===== config.mk =====
export PLATFORM = sky130hd
export DESIGN_NAME = pipeline_sched
export DESIGN_NICKNAME = d
export VERILOG_FILES = /design/src/rtl/pipeline_sched.sv
export SDC_FILE = /design/constraint.sdc
export NUM_CORES = 1
export LEC_CHECK = 0
export ABC_AREA = 1
export CELL_PAD_IN_SITES_DETAIL_PLACEMENT = 1
export CELL_PAD_IN_SITES_GLOBAL_PLACEMENT = 1
export CORE_ASPECT_RATIO = 0.5
export CORE_UTILIZATION = 38
export CTS_CLUSTER_SIZE = 12
export DETAILED_ROUTE_END_ITERATION = 7
export PLACE_DENSITY = 0.92
export SLEW_MARGIN = 10
export SYNTH_ARGS = -nofsm -noshare
export SYNTH_HDL_FRONTEND = slang
export SYNTH_SLANG_ARGS = --single-unit

===== constraint.sdc =====
create_clock -name clk -period 4.4 [get_ports clk]
set_clock_uncertainty 0.1 [all_clocks]
set_input_delay 0.88 -clock clk [delete_from_list [all_inputs] [get_ports clk]]
set_output_delay 0.88 -clock clk [all_outputs]
set_load 0.02 [all_outputs]

===== src/rtl/pipeline_sched.sv =====
// Round-robin scheduler for two requesters feeding a three-stage encode/ALU/parity pipeline.
// A stalled output register freezes every stage and suppresses grants.
module pipeline_sched #(
  parameter bit PAR_ODD = 1'b0
) (
  input  logic       clk,
  input  logic       rst,
  input  logic       req0,
  input  logic [7:0] fncode0,
  input  logic [3:0] srcA0,
  input  logic [3:0] srcB0,
  output logic       gnt0,
  input  logic       req1,
  input  logic [7:0] fncode1,
  input  logic [3:0] srcA1,
  input  logic [3:0] srcB1,
  output logic       gnt1,
  output logic       out_valid,
  input  logic       out_ready,
  output logic       out_tag,
  output logic [3:0] out_result,
  output logic       out_parity,
  output logic       out_err,
  output logic       busy
);

  // Lowest set bit wins; an all-zero code decodes to ADD.
  function automatic logic [2:0] enc_op(input logic [7:0] f);
    logic [2:0] op;
    op = 3'd0;
    for (int i = 7; i >= 0; i--) begin
      if (f[i]) op = 3'(i);
    end
    return op;
  endfunction

  function automatic logic enc_err(input logic [7:0] f);
    return (f == 8'd0) || ((f & (f - 8'd1)) != 8'd0);
  endfunction

  function automatic logic [3:0] alu(input logic [2:0] op, input logic [3:0] a,
                                     input logic [3:0] b);
    logic [3:0] r;
    case (op)
      3'd0:    r = a + b;
      3'd1:    r = a - b;
      3'd2:    r = a ^ b;
      3'd3:    r = a | b;
      3'd4:    r = a & b;
      3'd5:    r = ~(a | b);
      3'd6:    r = ~(a & b);
      3'd7:    r = ~(a ^ b);
      default: r = 4'd0;
    endcase
    return r;
  endfunction

  logic       last_q, last_d;
  logic       s1_valid_q, s1_valid_d, s1_tag_q, s1_tag_d, s1_err_q, s1_err_d;
  logic [2:0] s1_op_q, s1_op_d;
  logic [3:0] s1_a_q, s1_a_d, s1_b_q, s1_b_d;
  logic       s2_valid_q, s2_valid_d, s2_tag_q, s2_tag_d, s2_err_q, s2_err_d;
  logic [3:0] s2_res_q, s2_res_d;
  logic       out_valid_q, out_valid_d, out_tag_q, out_tag_d, out_err_q, out_err_d;
  logic       out_parity_q, out_parity_d;
  logic [3:0] out_result_q, out_result_d;

  logic       stall, gnt0_c, gnt1_c;
  logic [7:0] sel_fn;
  logic [3:0] sel_a, sel_b;

  always_comb begin
    stall  = out_valid_q && !out_ready;
    gnt0_c = 1'b0;
    gnt1_c = 1'b0;
    if (!rst && !stall) begin
      if (req0 && req1) begin
        gnt0_c = last_q;
        gnt1_c = !last_q;
      end else begin
        gnt0_c = req0;
        gnt1_c = req1;
      end
    end
    sel_fn = gnt1_c ? fncode1 : fncode0;
    sel_a  = gnt1_c ? srcA1   : srcA0;
    sel_b  = gnt1_c ? srcB1   : srcB0;
  end

  always_comb begin
    last_d       = last_q;
    s1_valid_d   = s1_valid_q;
    s1_tag_d     = s1_tag_q;
    s1_op_d      = s1_op_q;
    s1_err_d     = s1_err_q;
    s1_a_d       = s1_a_q;
    s1_b_d       = s1_b_q;
    s2_valid_d   = s2_valid_q;
    s2_tag_d     = s2_tag_q;
    s2_err_d     = s2_err_q;
    s2_res_d     = s2_res_q;
    out_valid_d  = out_valid_q;
    out_tag_d    = out_tag_q;
    out_err_d    = out_err_q;
    out_result_d = out_result_q;
    out_parity_d = out_parity_q;

    if (gnt0_c)      last_d = 1'b0;
    else if (gnt1_c) last_d = 1'b1;

    if (!stall) begin
      s1_valid_d   = gnt0_c || gnt1_c;
      s1_tag_d     = gnt1_c;
      s1_op_d      = enc_op(sel_fn);
      s1_err_d     = enc_err(sel_fn);
      s1_a_d       = sel_a;
      s1_b_d       = sel_b;
      s2_valid_d   = s1_valid_q;
      s2_tag_d     = s1_tag_q;
      s2_err_d     = s1_err_q;
      s2_res_d     = alu(s1_op_q, s1_a_q, s1_b_q);
      out_valid_d  = s2_valid_q;
      out_tag_d    = s2_tag_q;
      out_err_d    = s2_err_q;
      out_result_d = s2_res_q;
      out_parity_d = (^s2_res_q) ^ PAR_ODD;
    end
  end

  always_ff @(posedge clk) begin
    if (rst) begin
      last_q       <= 1'b1;
      s1_valid_q   <= 1'b0;
      s1_tag_q     <= 1'b0;
      s1_op_q      <= 3'd0;
      s1_err_q     <= 1'b0;
      s1_a_q       <= 4'd0;
      s1_b_q       <= 4'd0;
      s2_valid_q   <= 1'b0;
      s2_tag_q     <= 1'b0;
      s2_err_q     <= 1'b0;
      s2_res_q     <= 4'd0;
      out_valid_q  <= 1'b0;
      out_tag_q    <= 1'b0;
      out_err_q    <= 1'b0;
      out_result_q <= 4'd0;
      out_parity_q <= PAR_ODD;
    end else begin
      last_q       <= last_d;
      s1_valid_q   <= s1_valid_d;
      s1_tag_q     <= s1_tag_d;
      s1_op_q      <= s1_op_d;
      s1_err_q     <= s1_err_d;
      s1_a_q       <= s1_a_d;
      s1_b_q       <= s1_b_d;
      s2_valid_q   <= s2_valid_d;
      s2_tag_q     <= s2_tag_d;
      s2_err_q     <= s2_err_d;
      s2_res_q     <= s2_res_d;
      out_valid_q  <= out_valid_d;
      out_tag_q    <= out_tag_d;
      out_err_q    <= out_err_d;
      out_result_q <= out_result_d;
      out_parity_q <= out_parity_d;
    end
  end

  assign gnt0       = gnt0_c;
  assign gnt1       = gnt1_c;
  assign out_valid  = out_valid_q;
  assign out_tag    = out_tag_q;
  assign out_result = out_result_q;
  assign out_parity = out_parity_q;
  assign out_err    = out_err_q;
  assign busy       = s1_valid_q || s2_valid_q || out_valid_q;

endmodule


# Word level (Yosys, flattened, before mapping)
# Cells that the tools add are included.
# totals
in_bits	37
ff_bits	30
elab_cells	67
output_inout_bits	11
# op_classes
muxes	18
n_bitwise	7
eq_ne	7
n_addsub	3
n_reduce_logical	16
# op_table
op	n
4-bit one-hot mux with 8 select lines	1
3-bit 2-to-1 mux	8
3-bit == test, second input constant	4
4-bit NOT	3
8-bit AND	1
8-bit zero test	1
4-bit 2-to-1 mux	2
8-bit 2-to-1 mux	1
8-bit nonzero test	1
8-bit by 1-bit subtractor with 8-bit output, second input constant	1
3-bit by 2-bit == test with 1-bit output, second input constant	2
1-bit 2-to-1 mux	6
4-bit adder	1
4-bit AND	1
1-bit zero test	4
1-bit logical OR	4
4-bit bitwise OR	1
4-bit XOR reduction	1
4-bit subtractor	1
4-bit bitwise XOR	1
3-bit by 1-bit == test with 1-bit output, second input constant	1
1-bit logical AND	3
3-bit zero test	1
2-bit nonzero test	1

# Depth between registers and ports, before layout
# Gate-level depths: netlist (run 1).
# depth
ltp_word	14
depth_mapped	14
depth_no_buf	14

# Worst setup path after synthesis (run 1)
# OpenSTA, ideal clock, no wires.
# synth_path
path_type	in2out
startpoint	input req1
endpoint	output gnt1
arrival_ns	1.716
setup_slack_ns	1.704
stages	5
t_required_ns	3.420
path_buffers	1
cell_sequence	inv_1 -> a21oi_4 -> nand2_4 -> inv_1 -> clkbuf_1
# synth_between
elab_chain_cells	3
# synth_rtl
item	line_no	rtl
start: declaration	13	input logic req1,
1-bit logical AND	77	if (req0 && req1) begin
1-bit 2-to-1 mux *	77	
1-bit 2-to-1 mux *	76	if (!rst && !stall) begin
end: declaration	17	output logic gnt1,
# Mark *: on every way between the ends. The rest lies on a longest branch, timed or not.

# Final worst setup path (run 1)
# layout_path
startpoint	input rst
endpoint	output gnt1
# layout_between
elab_chain_cells	3
# layout_rtl
item	line_no	rtl
start: declaration	7	input logic rst,
1-bit zero test	76	
1-bit logical AND	76	
1-bit 2-to-1 mux	76	
# Every way passes these cells.

==> metrics.txt, run 1 <==
Root Buffer clkbuf_8; CP required 3420 ps; Die Height 52.92 um; final setup fails 0; Seq cells post-synth 30; routed via count 2,005; post-synth cell types 36; crit path cell chain clkdlybuf4s50_1 > a21oi_4 > nand2_4 > inv_1 > clkdlybuf4s50_1; Hold Vio Cnt, Final 0; Syn Nets 323; CP Data Arrival Time 2840 ps; Starting DRT DRC Count 80; largest net degree at the start of global routing 25; Residual DRC 0; Filler cells 637; R2R Setup Slk 1960 ps; CP most frequent cell clkdlybuf4s50_1; CP Launch Type input pin; Num CTS Buffers 5; EDFF count, synth 0; total clock sinks 30; Max IR drop VDD 0.1222 mV; site row count 18; drt wl/cell 14.83 um; Layout Nets 374; share of cells above drive strength 1 0.1015; Synth Flop Type dfxtp_1; Worst Hold Class flip-flop to flip-flop; Psw ~0.29 mW; Logic pwr share 0.331; worst setup path class input pin to output port; die area 5495 um2; Setup crit end kind output port; vias in the first global route 2,083; gpl congestion 0.8900; final max-slew violation count 0; CTS clk-pin slew, worst paths 60 ps; initial core utilization 0.3977; worst-path maximum fanout 24; Worst-Margin Slew 376.2 ps; ant diodes 0; Gate Count Post-Synth 273; top cell type's share of synthesized area 0.3048; first-pass GRT wire length 9673 um; Worst Path Buf+Inv 3; I/O pin cnt 48; CP max stage delay 610 ps; via/cell ratio 5.076; post-cts sizing count 0; Max Cap Viol 0; drt pass-1 iters 4; mapped cell area around 2000 um2; Flop pwr share 0.392; CP max stage cell clkdlybuf4s50_1; Yosys Warn Count 0; Total GRT Usage 0.2287; commonest non-fill, non-tap cell in the layout nand2_1; Slew HR 0.7469; Synth area leaders dfxtp_1 30%, nand2_1 12%, inv_1 8.8%, ha_1 7.6%, nand3_1 4.8%; setup bufs post-CTS 0; WHS Path Cells 2; Int Power 0.5596 mW; Final Critical Period 3822 ps; register area share after synthesis 0.3048; drt total wl approximately 5900 um; Power Total 0.8447 mW; Worst path depth 5; unrepaired setup endpoints after global routing false; Pleak 1.152 nW; R2R cell count 9; Async S/R FF share, synth 0; PwrDens 324.4 nW/um2; Crit path max-delay family buffers and inverters; Port Buf Inserts 47; die extent in x 103.8 um; DPL Wire Length about 4600 um; post-synth top area cell dfxtp_1; outcome finished, final reports clean; hold_buf cts 0; most frequent cells in the layout 65 x nand2_1, 47 x clkdlybuf4s50_1, 46 x inv_1; period utilization 0.8687; core area 4955 um2; CTS tree done; DRT antenna net count 0; Final Util 0.5255; syn avg cell area 7.218 um2; f_max 0.2616 GHz; H-tree levels 2; Clk pwr share 0.278; clock buffer depth 2; gr ovfl total 0; switching share of power 0.3376; Area growth, synth to finish 32.13%; Final TNS setup 0 ps; Clk Latency, worst-skew pair between 200 and 300 ps; initial antenna violation count 0
## Yosys cell counts, types with 2 or more instances
cell / count
nand3_2: 3
o22ai_1: 9
a21oi_1: 7
clkbuf_1: 2
ha_1: 12
nor3_1: 2
nand2_2: 4
a31oi_1: 2
o21ai_0: 16
o211ai_1: 10
dfxtp_1: 30
inv_1: 46
buf_6: 2
nand2_1: 65
xor2_1: 3
o21ai_2: 2
nor2_4: 3
nand2_4: 2
nand3_1: 19
xnor2_1: 5
nor2_2: 2
inv_2: 3
a22o_1: 3
a21oi_4: 2
nor2_1: 8
## power groups by stage
stage          Sequential, mW  Combinational [mW]  Clock, mW
2_1_floorplan           0.342               0.160          0
3_3_place_gp            0.334               0.263          0
3_5_place_dp            0.336               0.277          0
4_1_cts                 0.331               0.280      0.238
5_1_grt                 0.335               0.310      0.250
6_report                0.331               0.279      0.235
## sequential cells by signal, summed over array words and instances, names as in the netlist
register    flops
last_q          1
out_err         1
out_parity      1
out_result      4
out_tag         1
out_valid       1
s1_a_q          4
s1_b_q          4
s1_err_q        1
s1_op_q         3
s1_tag_q        1
s1_valid_q      1
s2_err_q        1
s2_res_q        4
s2_tag_q        1
s2_valid_q      1
## cell type report
| class | count | area [um2] | share of cell area |
|---|---|---|---|
| inverters | 49 | 183.9 | 0.07064 |
| repair buffers | 50 | 493.0 | 0.1893 |
| clock buffers | 7 | 86.33 | 0.03316 |
| well taps | 70 | 87.58 | 0.03364 |
| clock inverters | 1 | 5.005 | 0.001922 |
| multi-input cells | 188 | 1147 | 0.4407 |
| flip-flops and latches | 30 | 600.6 | 0.2307 |
## metal layers
metal,up-vias,share of wire,global-route usage
met2,33,0.49,0.4289
met1,972,0.46,0.2649
li1,990,-,-
met5,-,0,0
met4,0,0.015,0.09524
met3,10,0.033,0.04310
## worst min-delay path: cells and delay by family (launching register included)
kind,cells,cell delay (ps)
DFF,1,300
AOI/OAI and AO/OA,1,70
buffers and inverters,1,60
## through the flow
step	setup slack (ps)	cell area [um2]	std cells	hold slack, ps
2_1_floorplan	1704	1971	273	323.1
3_3_place_gp	654.0	2512	387	336.0
3_5_place_dp	571.8	2512	387	348.0
4_1_cts	568.0	2604	395	376.6
5_1_grt	459.2	2604	395	389.7
6_report	577.9	2604	395	374.6
## logic make-up (layout without fill, tap and decap cells)
group	after synthesis	in the layout	synth area share
compound gates	57	57	0.1987
xor+xnor	8	8	0.03556
simple gates	110	110	0.2616
buf+inv	55	107	0.1130
fa+ha+maj	13	13	0.08635
flops	30	30	0.3048
## final timing paths
check | start | to
worst max-delay path | rst | gnt1
worst max register to register | s1_op_q[2]$_SDFFE_PP0N_ | s2_res_q[2]$_SDFFE_PP0N_
worst min-delay path | s2_tag_q$_SDFFE_PP0N_ | s2_tag_q$_SDFFE_PP0N_
worst min register to register | s2_tag_q$_SDFFE_PP0N_ | s2_tag_q$_SDFFE_PP0N_
No activity file was read; power rests on OpenSTA's default activity.
==> inputs of run 2 (changes only) <==
CTS_CLUSTER_SIZE = 25   (was 12)
SETUP_SLACK_MARGIN = 0.15   (was unset)
==> results of run 2 <==
The final DEF is identical to that of run 1; final timing and power are the same.
